<file path="src/rtl/mic1_exec_ctrl.sv">
// Execution controller for the MIC-1 core: turns front-panel command pulses into
// CPU clock-enable / synchronous reset, counts executed microinstructions, drives status LEDs.
module mic1_exec_ctrl #(
    parameter int RST_CYCLES = 4,
    parameter int CNT_W      = 16
) (
    input  logic             clk,
    input  logic             reset,
    input  logic             cmd_run,
    input  logic             cmd_stop,
    input  logic             cmd_step,
    input  logic             cmd_reset,
    input  logic             cpu_cycle_done,
    input  logic             cpu_halt,
    output logic             cpu_clk_en,
    output logic             cpu_sync_reset,
    output logic [CNT_W-1:0] uinstr_count,
    output logic [2:0]       state,
    output logic [5:0]       led
);

    localparam logic [2:0] S_RESETTING = 3'd0;
    localparam logic [2:0] S_IDLE      = 3'd1;
    localparam logic [2:0] S_RUN       = 3'd2;
    localparam logic [2:0] S_STEP      = 3'd3;
    localparam logic [2:0] S_STOP_PEND = 3'd4;
    localparam logic [2:0] S_HALTED    = 3'd5;

    localparam logic [7:0]       RST_LOAD = 8'(RST_CYCLES - 1);
    localparam logic [CNT_W-1:0] CNT_MAX  = {CNT_W{1'b1}};
    localparam logic [CNT_W-1:0] CNT_ONE  = {{(CNT_W-1){1'b0}}, 1'b1};

    logic [2:0]       state_q, state_d;
    logic [7:0]       rst_cnt_q, rst_cnt_d;
    logic [CNT_W-1:0] cnt_q, cnt_d;
    logic             clk_en_q, clk_en_d;
    logic             sync_rst_q, sync_rst_d;
    logic [5:0]       led_q, led_d;

    // CPU completion strobes only count while the CPU is actually clocked.
    logic done, halt_done;
    assign done      = cpu_cycle_done & clk_en_q;
    assign halt_done = done & cpu_halt;

    always_comb begin
        state_d   = state_q;
        rst_cnt_d = rst_cnt_q;
        cnt_d     = cnt_q;

        if (done && (cnt_q != CNT_MAX)) begin
            cnt_d = cnt_q + CNT_ONE;
        end

        if (cmd_reset) begin
            state_d   = S_RESETTING;
            rst_cnt_d = RST_LOAD;
            cnt_d     = '0;
        end else begin
            case (state_q)
                S_RESETTING: begin
                    if (rst_cnt_q == 8'd0) begin
                        state_d = S_IDLE;
                    end else begin
                        rst_cnt_d = rst_cnt_q - 8'd1;
                    end
                end
                S_IDLE: begin
                    if (cmd_step) begin
                        state_d = S_STEP;
                    end else if (cmd_run) begin
                        state_d = S_RUN;
                    end
                end
                S_RUN: begin
                    // A stop landing on a boundary skips the pending state.
                    if (halt_done) begin
                        state_d = S_HALTED;
                    end else if (cmd_stop) begin
                        state_d = done ? S_IDLE : S_STOP_PEND;
                    end
                end
                S_STEP: begin
                    if (done) begin
                        state_d = halt_done ? S_HALTED : S_IDLE;
                    end
                end
                S_STOP_PEND: begin
                    if (done) begin
                        state_d = halt_done ? S_HALTED : S_IDLE;
                    end else if (cmd_run && !cmd_stop) begin
                        state_d = S_RUN;
                    end
                end
                S_HALTED: begin
                    state_d = S_HALTED;
                end
                default: begin
                    state_d   = S_RESETTING;
                    rst_cnt_d = RST_LOAD;
                end
            endcase
        end
    end

    always_comb begin
        clk_en_d   = (state_d == S_RUN) || (state_d == S_STEP) || (state_d == S_STOP_PEND);
        sync_rst_d = (state_d == S_RESETTING);
        led_d[0]   = (state_d == S_RUN) || (state_d == S_STOP_PEND);
        led_d[1]   = (state_d == S_IDLE) || (state_d == S_HALTED);
        led_d[2]   = (state_d == S_STEP);
        led_d[3]   = (state_d == S_STOP_PEND);
        led_d[4]   = (state_d == S_HALTED);
        led_d[5]   = (state_d == S_RESETTING);
    end

    always_ff @(posedge clk or posedge reset) begin
        if (reset) begin
            state_q    <= S_RESETTING;
            rst_cnt_q  <= RST_LOAD;
            cnt_q      <= '0;
            clk_en_q   <= 1'b0;
            sync_rst_q <= 1'b1;
            led_q      <= 6'b100000;
        end else begin
            state_q    <= state_d;
            rst_cnt_q  <= rst_cnt_d;
            cnt_q      <= cnt_d;
            clk_en_q   <= clk_en_d;
            sync_rst_q <= sync_rst_d;
            led_q      <= led_d;
        end
    end

    assign cpu_clk_en     = clk_en_q;
    assign cpu_sync_reset = sync_rst_q;
    assign uinstr_count   = cnt_q;
    assign state          = state_q;
    assign led            = led_q;

endmodule

</file>
<file path="config.mk">
export PLATFORM = sky130hd
export DESIGN_NAME = mic1_exec_ctrl
export DESIGN_NICKNAME = d
export VERILOG_FILES = /design/src/rtl/mic1_exec_ctrl.sv
export SDC_FILE = /design/constraint.sdc
export NUM_CORES = 1
export LEC_CHECK = 0
export ABC_AREA = 1
export ABC_CLOCK_PERIOD_IN_PS = 3400
export CORE_AREA = 4 4 82 65
export CTS_BUF_LIST = sky130_fd_sc_hd__clkbuf_16
export DETAILED_ROUTE_END_ITERATION = 6
export DIE_AREA = 0 0 86 69
export PLACE_DENSITY = 0.82
export REMOVE_ABC_BUFFERS = 1
export SLEW_MARGIN = 10
export SYNTH_ARGS = -nofsm -noshare
export SYNTH_HDL_FRONTEND = slang
export SYNTH_SLANG_ARGS = --single-unit
</file>
<file path="constraint.sdc">
create_clock -name clk -period 3.4 [get_ports clk]
set_clock_uncertainty 0.15 [all_clocks]
set_input_delay 0.34 -clock clk [delete_from_list [all_inputs] [get_ports clk]]
set_output_delay 0.34 -clock clk [all_outputs]
set_load 0.05 [all_outputs]
</file>
After elaboration in Yosys (flattened, before gate mapping)
Index checks and enable logic that the tools add are counted.
{ "op_classes": {"add_sub_neg": 2, "multipliers": 0, "div": 0, "magnitude_cmp": 0, "n_eq_ne": 13, "shifts": 0, "muxes": 17, "bitwise_logic": 2, "n_reduce_logical": 13} }
{ "op_table": {"columns": ["op", "count"], "rows": [
  ["two-way mux 3 bit", 11],
  ["two-way mux 16 bit", 2],
  ["one-hot mux 3 bit (6 select lines)", 1],
  ["adder 16 x 1 -> 16 bit, second input constant", 1],
  ["two-way mux 8 bit", 2],
  ["inequality test 16 bit, second input constant", 1],
  ["one-hot mux 8 bit (2 select lines)", 1],
  ["== test 3 x 2 -> 1 bit, second input constant", 4],
  ["== test 3 bit, second input constant", 4],
  ["zero test 8 bit", 1],
  ["subtractor 8 x 1 -> 8 bit, second input constant", 1],
  ["== test 3 x 1 -> 1 bit, second input constant", 2],
  ["zero test 3 bit", 2],
  ["OR reduction 5 bit", 1],
  ["logical OR 1 bit", 4],
  ["inequality test 3 bit, second input constant", 1],
  ["bitwise AND 1 bit", 2],
  ["logical AND 1 bit", 2],
  ["inequality test 2 x 1 -> 1 bit, second input constant", 1],
  ["AND reduction 2 bit", 1],
  ["nonzero test 2 bit", 1],
  ["zero test 1 bit", 1]
]} }
{ "word_totals": {"register_bits": 35, "latchBits": 0, "ram_bits": 0, "mem_bits_ro": 0, "input_bits": 8, "out_inout_bits": 27, "word_cells": 53, "n_memories": 0} }

Longest topological paths before layout
Gate-level depths: netlist (run 1).
{ "depth": {"word_depth": 9, "mapped_depth": 11, "ltp_nobuf": 10} }

Worst setup path before layout (run 1)
No wires, ideal clock.
{ "synth_timing": {"path_kind": "register to register", "startpoint": "register cnt_q[0] (netlist: uinstr_count[0])", "endpoint": "register cnt_q[2] (netlist: uinstr_count[2])", "setup_ns": 0.074, "arrival_ns": 1.861, "required_time_ns": 3.176, "slack_ns": 1.315, "stages_incl_launch_ff": 11, "path_buffers": 1, "period_less_slack_ns": 2.085, "path_cell_list": "dfrtp_1 ha_1 nand3_1 nor2_2 nand3_2 nand2_2 nand2_4 clkinv_4 buf_12 nand2_1 o21ai_2"} }
{ "synth_between": {"elab_chain_cells": 3, "elab_cells_between_ends": 6, "classes_between": "1 x add/sub; 1 x eq/ne; 2 x mux; 2 x reduce/logical"} }
{ "synth_rtl": {"columns": ["item", "line_no", "source"], "rows": [
  ["start, declared", "35", "logic [CNT_W-1:0] cnt_q, cnt_d;"],
  ["start signal, assigned", "127", "cnt_q <= cnt_d;"],
  ["adder 16 x 1 -> 16 bit or inequality test 16 bit (tied branches)", "51, 50", null],
  ["two-way mux 16 bit or logical AND 1 bit (tied branches)", "50", "if (done && (cnt_q != CNT_MAX)) begin"],
  ["two-way mux 16 bit or nonzero test 2 bit (tied branches)", null, null]
]} }
Parallel ways exist; a longest one is shown, timed or not. The select of a mux whose other input is x is not followed.
A chain may end at the register's enable or synchronous reset.

Final worst setup path (run 1)
{ "layout_timing": {"startpoint": "register state_q[0] (netlist: state[0])", "endpoint": "output state[0]"} }
{ "layout_rtl": {"columns": ["item", "line_no", "source"], "rows": [
  ["start, declared", "33", "logic [2:0] state_q, state_d;"],
  ["start signal, assigned", "125", "state_q <= state_d;"],
  ["end, declared", "18", "output logic [2:0] state,"]
]} }
No word-level cell between the ends.

==> results.md, run 1 <==
* Synth area leader: dfrtp_1
* Post-synthesis mux area share at 0
* First-pass GRT wire length at 8690 um
* WL final at 4900 um
* Worst EP arrival at 1.67 ns
* Cts hold-fix bufs at 0
* Most common cell in the netlist: nand2_1
* Vias/cell at 5.12
* Core area at 4440 sq um
* DP Cell Count at 382
* Congestion Overflow GR at 0
* Max Root-Sink Buffers at 2
* Diode count at 0
* Largest stage delay, worst path at 0.87 ns
* Final Hold Vio Count at 0
* Nets at 342
* Number of placement rows at 21
* Slowest CP cell: clkdlybuf4s50_1
* Slew Viols, Final at 0
* Crit-path cells: clkdlybuf4s50_1
* Synthesized area at 2170 sq um
* FF-to-FF setup slack at 1.44 ns
* Tmin final at 2.16 ns
* Largest family of logic cells by synthesized area: simple AND/OR/NAND/NOR gates
* I/O pin count at 35
* Max_slew headroom at 0.506
* Clk root buf: clkbuf_16
* Synth Warn # at 0
* Netlist cell types at 29
* Synth top area share at 0.358
* Status: complete, no violations
* DP HPWL at 3680 um
* Number of global-route vias before repair at 1837
* Synth async-reset ratio at 1.00
* Lkg Pwr at 1.28 nW
* Clock slew at reported path FFs at 0.05 ns
* Mean Syn Cell Area at 7.27 sq um
* Cells on worst reg2reg path at 9
* CP Launch Type: flip-flop
* Worst IR Drop VDD at 0.000331 V
* Comb pwr share at 0.296
* Detail Route Antenna Nets at 0
* Clock network fraction of total power at 0.324
* Synth Area in Compound Gates at 0.0774
* Synth Area in Simple Gates at 0.374
* Pwr Density at 493 nW/um^2
* Crit Path Max Fanout at 10
* CTS tree: yes
* Largest net degree at the start of global routing at 35
* Critical path data required time at 2.91 ns
* Sequential fraction of design power at 0.380
* Post-synthesis adder-cell area fraction at 0.0115
* Hold Crit Class: input port to async pin
* Slew @ Worst Pin at 0.740 ns
* Worst r2r dst: uinstr_count[2]$_DFFE_PP0P_
* # setup viols final at 0
* DRC Markers at 0
* Gpl congestion at 0.872
* CTS Buf Count at 5
* Total track usage at 0.180
* Mapped Cells at 298
* Critical path depth at 1
* Finished Core Util at 0.598
* Sw Pwr at 463 uW
* Crit path launch: state[0]$_DFF_PP0_
* Wirelength per Cell at 12.6 um
* Worst-Skew Late Latency at 0.28 ns
* Post-CTS Setup Bufs at 0
* Crit end category: output pin
* CP Buf/Inv Count at 1
* DR iter-0 viols at 179
* Die width at 86 um
* Largest delay share family, worst path: buffers and inverters
* Worst Setup EP: state[0]
* Period utilization at 0.635
* Initial antenna violation count at 0
* Fmax at 463 MHz
* DR vias at 1995
* Sequential share of the synthesized area at 0.394
* Die Area at 5930 sq um
* Post-route setup TNS at 0 ns
* Post-synth EDFFs at 0
* Area delta synth->final at 22.5%
* Total power at 1.31 mW
* Int Pwr at 845 uW
* Fin cells at 390
* CTS sink count at 34
* Drt pass-1 iters at 4
* IO buf count at 34
* Setup Crit Path Kind: flip-flop to output pin
* Share of cells above drive strength 1 at 0.117
* RSZ-0062 raised after global routing: no
* Xor and xnor fraction of the mapped netlist area at 0.0404
* Initial Utilization at 0.488
* Reg2reg start: uinstr_count[0]$_DFFE_PP0P_
* Max cap viols at 0
* Leading register cell type out of synthesis: dfrtp_1
* Post_cts resized at 0
* Flops & latches, synth at 34
* Synth top area cells: dfrtp_1 36%, nand2_1 13%, nand3_1 8.1%
* Net Sw Frac at 0.354
* Commonest cells post-synth: 77 x nand2_1, 35 x nand3_1, 34 x inv_1, 34 x nor2_1, 31 x dfrtp_1
* Die Ht at 69 um
* CTS H-tree lvls at 2
-- logic make-up (layout without fill, tap and decap cells) --
group | count (synthesis) | count (layout)
buffers and inverters | 47 | 82
xor gates and xnor gates | 10 | 10
DFF | 34 | 34
and+or+nand+nor | 178 | 178
AOI/OAI and AO/OA | 27 | 27
adders and majority gates | 2 | 2
-- power by group through the flow --
stage / logic (mW) / registers, mW / clock network (mW)
floorplan: 0.227 / 0.557 / 0
global placement: 0.380 / 0.503 / 0
detailed placement: 0.385 / 0.503 / 0
CTS: 0.387 / 0.497 / 0.432
global route: 0.437 / 0.504 / 0.452
finish: 0.387 / 0.498 / 0.424
-- stage by stage --
stage | hold slack, ns | area, sq um | setup slack [ns]
CTS | 0.328 | 2650 | 1.23
global placement | 0.314 | 2520 | 1.02
finish | 0.310 | 2650 | 1.24
global route | 0.352 | 2650 | 1.09
detailed placement | 0.320 | 2520 | 0.969
floorplan | 0.268 | 2100 | 1.32
-- state kept, by name, indices dropped and copies added, names as in the netlist --
signal and flops:
led 6, cpu_clk_en 1, state 3, uinstr_count 16
rst_cnt_q 8
-- area by class of cell --
class                           count  area [sq um]
Fill cell                         398          1790
Multi-Input combinational cell    217          1090
Sequential cell                    34           855
Timing Repair Buffer               35           348
Inverter                           39           151
Clock buffer                        5           125
Tap cell                           57          71.3
Clock inverter                      3          12.5
-- worst min path at each step --
stage / startpoint / endpoint / slack [ns] / cells past startpoint
2_1_floorplan: cmd_reset / state[0]$_DFF_PP0_ / 0.27 / 1
3_3_place_gp: rst_cnt_q[0]$_DFFE_PP1P_ / rst_cnt_q[0]$_DFFE_PP1P_ / 0.31 / 2
3_5_place_dp: rst_cnt_q[0]$_DFFE_PP1P_ / rst_cnt_q[0]$_DFFE_PP1P_ / 0.32 / 2
4_1_cts: reset / uinstr_count[13]$_DFFE_PP0P_ / 0.33 / 3
5_1_grt: rst_cnt_q[0]$_DFFE_PP1P_ / rst_cnt_q[0]$_DFFE_PP1P_ / 0.35 / 2
6_report: reset / led[1]$_DFF_PP0_ / 0.31 / 3
-- placed cells by master, fill, tap and decap left out, drive strengths merged --
cell type	instances
nand4	11
nand3	36
buf	1
o21ai	21
a21oi	5
clkdlybuf4s50	34
inv	39
nor2	39
clkinv	3
or2	1
nand2	83
dfrtp	31
dfstp	3
o21a	1
clkbuf	5
xor2	10
nor3	8
ha	2
-- routing by layer --
layer	vias up	share of wire	GRT usage
met5	-	0	0
met4	0	0.0092	0.0703
met3	4	0.060	0.0476
met2	69	0.42	0.240
met1	896	0.51	0.273
li1	1026	-	-
Note: power is estimated with default switching activity, not from simulation.
==> inputs of run 2 (changes only) <==
Settings changed: ABC_CLOCK_PERIOD_IN_PS 3400 to 2050.
Clock period 3.4 ns to 2.05 ns, I/O delays scaled along.
==> results.md, run 2 (synthesized netlist as in run 1, its figures left out) <==
* DR vias at 2068 (was 1995)
* Cell Area, Placed at 2540 sq um (was 2520 sq um)
* Nets at 346 (was 342)
* First-pass GRT wire length at 9060 um (was 8690 um)
* Max cap viols at 0 (unchanged)
* Total power at 2.32 mW (was 1.31 mW)
* Max Root-Sink Buffers at 2 (unchanged)
* Diode count at 0 (unchanged)
* Drt pass-1 iters at 5 (was 4)
* Slowest CP cell: clkdlybuf4s50_1 (unchanged)
* Post-route setup TNS at 0 ns (unchanged)
* Fmax at 499 MHz
* Worst EP arrival at 1.65 ns (was 1.67 ns)
* Area delta synth->final at 24.9% (was 22.5%)
* Congestion Overflow GR at 0 (unchanged)
* Period utilization at 0.977
* Largest stage delay, worst path at 0.87 ns (about the same)
* Crit end category: output pin (unchanged)
* Core area at 4440 sq um (unchanged)
* CTS sink count at 34 (unchanged)
* Setup Crit Path Kind: flip-flop to output pin (unchanged)
* Largest net degree at the start of global routing at 35 (unchanged)
* Worst IR Drop VDD at 0.000661 V (was 0.000331 V)
* # setup viols final at 0 (unchanged)
* Most common cell after layout, fill and taps aside: nand2_1 (unchanged)
* Vias/cell at 5.25 (was 5.12)
* Worst-Skew Late Latency at 0.28 ns (about the same)
* WL final at 5220 um (was 4900 um)
* Clock slew at reported path FFs at 0.05 ns (about the same)
* Lkg Pwr at 1.31 nW (was 1.28 nW)
* Initial antenna violation count at 0 (unchanged)
* Clk root buf: clkbuf_16 (unchanged)
* Crit-path cells: clkdlybuf4s50_1 (unchanged)
* Pwr Density at 856 nW/um^2 (was 493 nW/um^2)
* Sw Pwr at 782 uW (was 463 uW)
* Die Ht at 69 um (unchanged)
* DP HPWL at 3890 um (was 3680 um)
* DRC Markers at 0 (unchanged)
* Critical path data required time at 1.69 ns (was 2.91 ns)
* Share of cells above drive strength 1 at 0.136 (was 0.117)
* CP Launch Type: flip-flop (unchanged)
* Initial Utilization at 0.488 (unchanged)
* CTS Buf Count at 5 (unchanged)
* Number of global-route vias before repair at 1917 (was 1837)
* Finished Core Util at 0.609 (was 0.598)
* Crit Path Max Fanout at 7 (was 10)
* Finished Cell Area at 2710 sq um (was 2650 sq um)
* Hold Crit Class: input port to async pin (unchanged)
* Final Hold Vio Count at 0 (unchanged)
* Slew @ Worst Pin at 0.520 ns (was 0.740 ns)
* RSZ-0062 raised after global routing: no (unchanged)
* Max_slew headroom at 0.652 (was 0.506)
* Die width at 86 um (unchanged)
* Most frequent cells in the layout: 77 x nand2_1, 36 x inv_1, 35 x nand3_1 (was 77 x nand2_1, 35 x inv_1, 35 x nand3_1)
* Int Pwr at 1.54 mW (was 845 uW)
* DR iter-0 viols at 162 (was 179)
* I/O pin count at 35 (unchanged)
* CP Buf/Inv Count at 1 (unchanged)
* Total track usage at 0.187 (was 0.180)
* Status: complete, no violations (unchanged)
* Comb pwr share at 0.285 (was 0.296)
* Net Sw Frac at 0.337 (was 0.354)
* Sequential fraction of design power at 0.354 (was 0.380)
* CTS H-tree lvls at 2 (unchanged)
* Clock network fraction of total power at 0.361 (was 0.324)
* Post-CTS Setup Bufs at 0 (unchanged)
* CTS tree: yes (unchanged)
* Slew Viols, Final at 0 (unchanged)
* Max reg flops at 16 (unchanged)
* Final Hold Slack at 0.172 ns (was 0.310 ns)
* Largest delay share family, worst path: buffers and inverters (unchanged)
* Die Area at 5930 sq um (unchanged)
* Wirelength per Cell at 13.3 um (was 12.6 um)
* Detail Route Antenna Nets at 0 (unchanged)
* Tmin final at 2.00 ns
* Gpl congestion at 0.938 (was 0.872)
* Number of placement rows at 21 (unchanged)
* IO buf count at 34 (unchanged)
-- run 2: cell count changes in the layout (fill, tap and decap cells not counted) --
cell	change
clkdlybuf4s50_1	-2
ha_1	-1
clkinv_2	-1
buf_4	+6
ha_2	+1
bufinv_16	+1
clkinv_1	-1
inv_1	+1
-- run 2: metrics by stage --
step / cells / setup slack [ns]
finish: 394 / 0.0468
global route: 394 / 0.0167
CTS: 394 / 0.0462
detailed placement: 386 / 0.168
global placement: 386 / 0.237
floorplan: 290 / -0.0336
-- run 2: worst paths after layout --
| kind | slack (ns) | to | depth (start not counted) | start |
|---|---|---|---|---|
| setup reg to reg | 0.16 | uinstr_count[11]$_DFFE_PP0P_ | 9 | uinstr_count[1]$_DFFE_PP0P_ |
| min in group clk | 0.32 | rst_cnt_q[0]$_DFFE_PP1P_ | 2 | rst_cnt_q[0]$_DFFE_PP1P_ |
| hold reg to reg | 0.32 | rst_cnt_q[0]$_DFFE_PP1P_ | 2 | rst_cnt_q[0]$_DFFE_PP1P_ |
| hold / removal | 0.17 | led[4]$_DFF_PP0_ | 3 | reset |
| setup / recovery | 0.05 | state[1] | 1 | state[1]$_DFF_PP0_ |
| max in group asynchronous | 1.24 | rst_cnt_q[0]$_DFFE_PP1P_ | 3 | reset |
-- run 2: area by class of cell --
type	count	area, sq um
inverters	39	151
multi-input cells	217	1090
repair buffers	39	373
clock inverters	3	37.5
well taps	57	71.3
fillers	389	1730
clock buffers	5	125
flip-flops and latches	34	855
-- run 2: power by group through the flow --
| stage | Combinational, mW | Clock [mW] | Sequential (mW) |
|---|---|---|---|
| 2_1_floorplan | 0.377 | 0 | 0.924 |
| 3_3_place_gp | 0.638 | 0 | 0.829 |
| 3_5_place_dp | 0.651 | 0 | 0.831 |
| 4_1_cts | 0.659 | 0.850 | 0.820 |
| 5_1_grt | 0.745 | 0.876 | 0.831 |
| 6_report | 0.660 | 0.836 | 0.820 |
-- run 2: timing repair --
item | 4_1_cts | 5_1_grt
hold buffers | 0 | 0
resized for setup | 0 | 1
endpoints found under the setup margin | 0 | 2
-- run 2: per-layer routing --
layer | wire (um) | global-route usage | vias to the layer above
met3 | 343 | 0.0429 | 7
li1 | - | - | 1026
met5 | 0 | 0 | -
met1 | 2540 | 0.274 | 965
met4 | 59 | 0.0510 | 0
met2 | 2280 | 0.274 | 70
-- run 2: worst register-to-register path: cells and delay by family, from the launching register on --
kind                     cells  cell delay (ns)
flip-flops                   1             0.42
AND/OR/NAND/NOR              7             0.83
buffers and inverters        1             0.18
adder cells (fa/ha/maj)      1             0.25
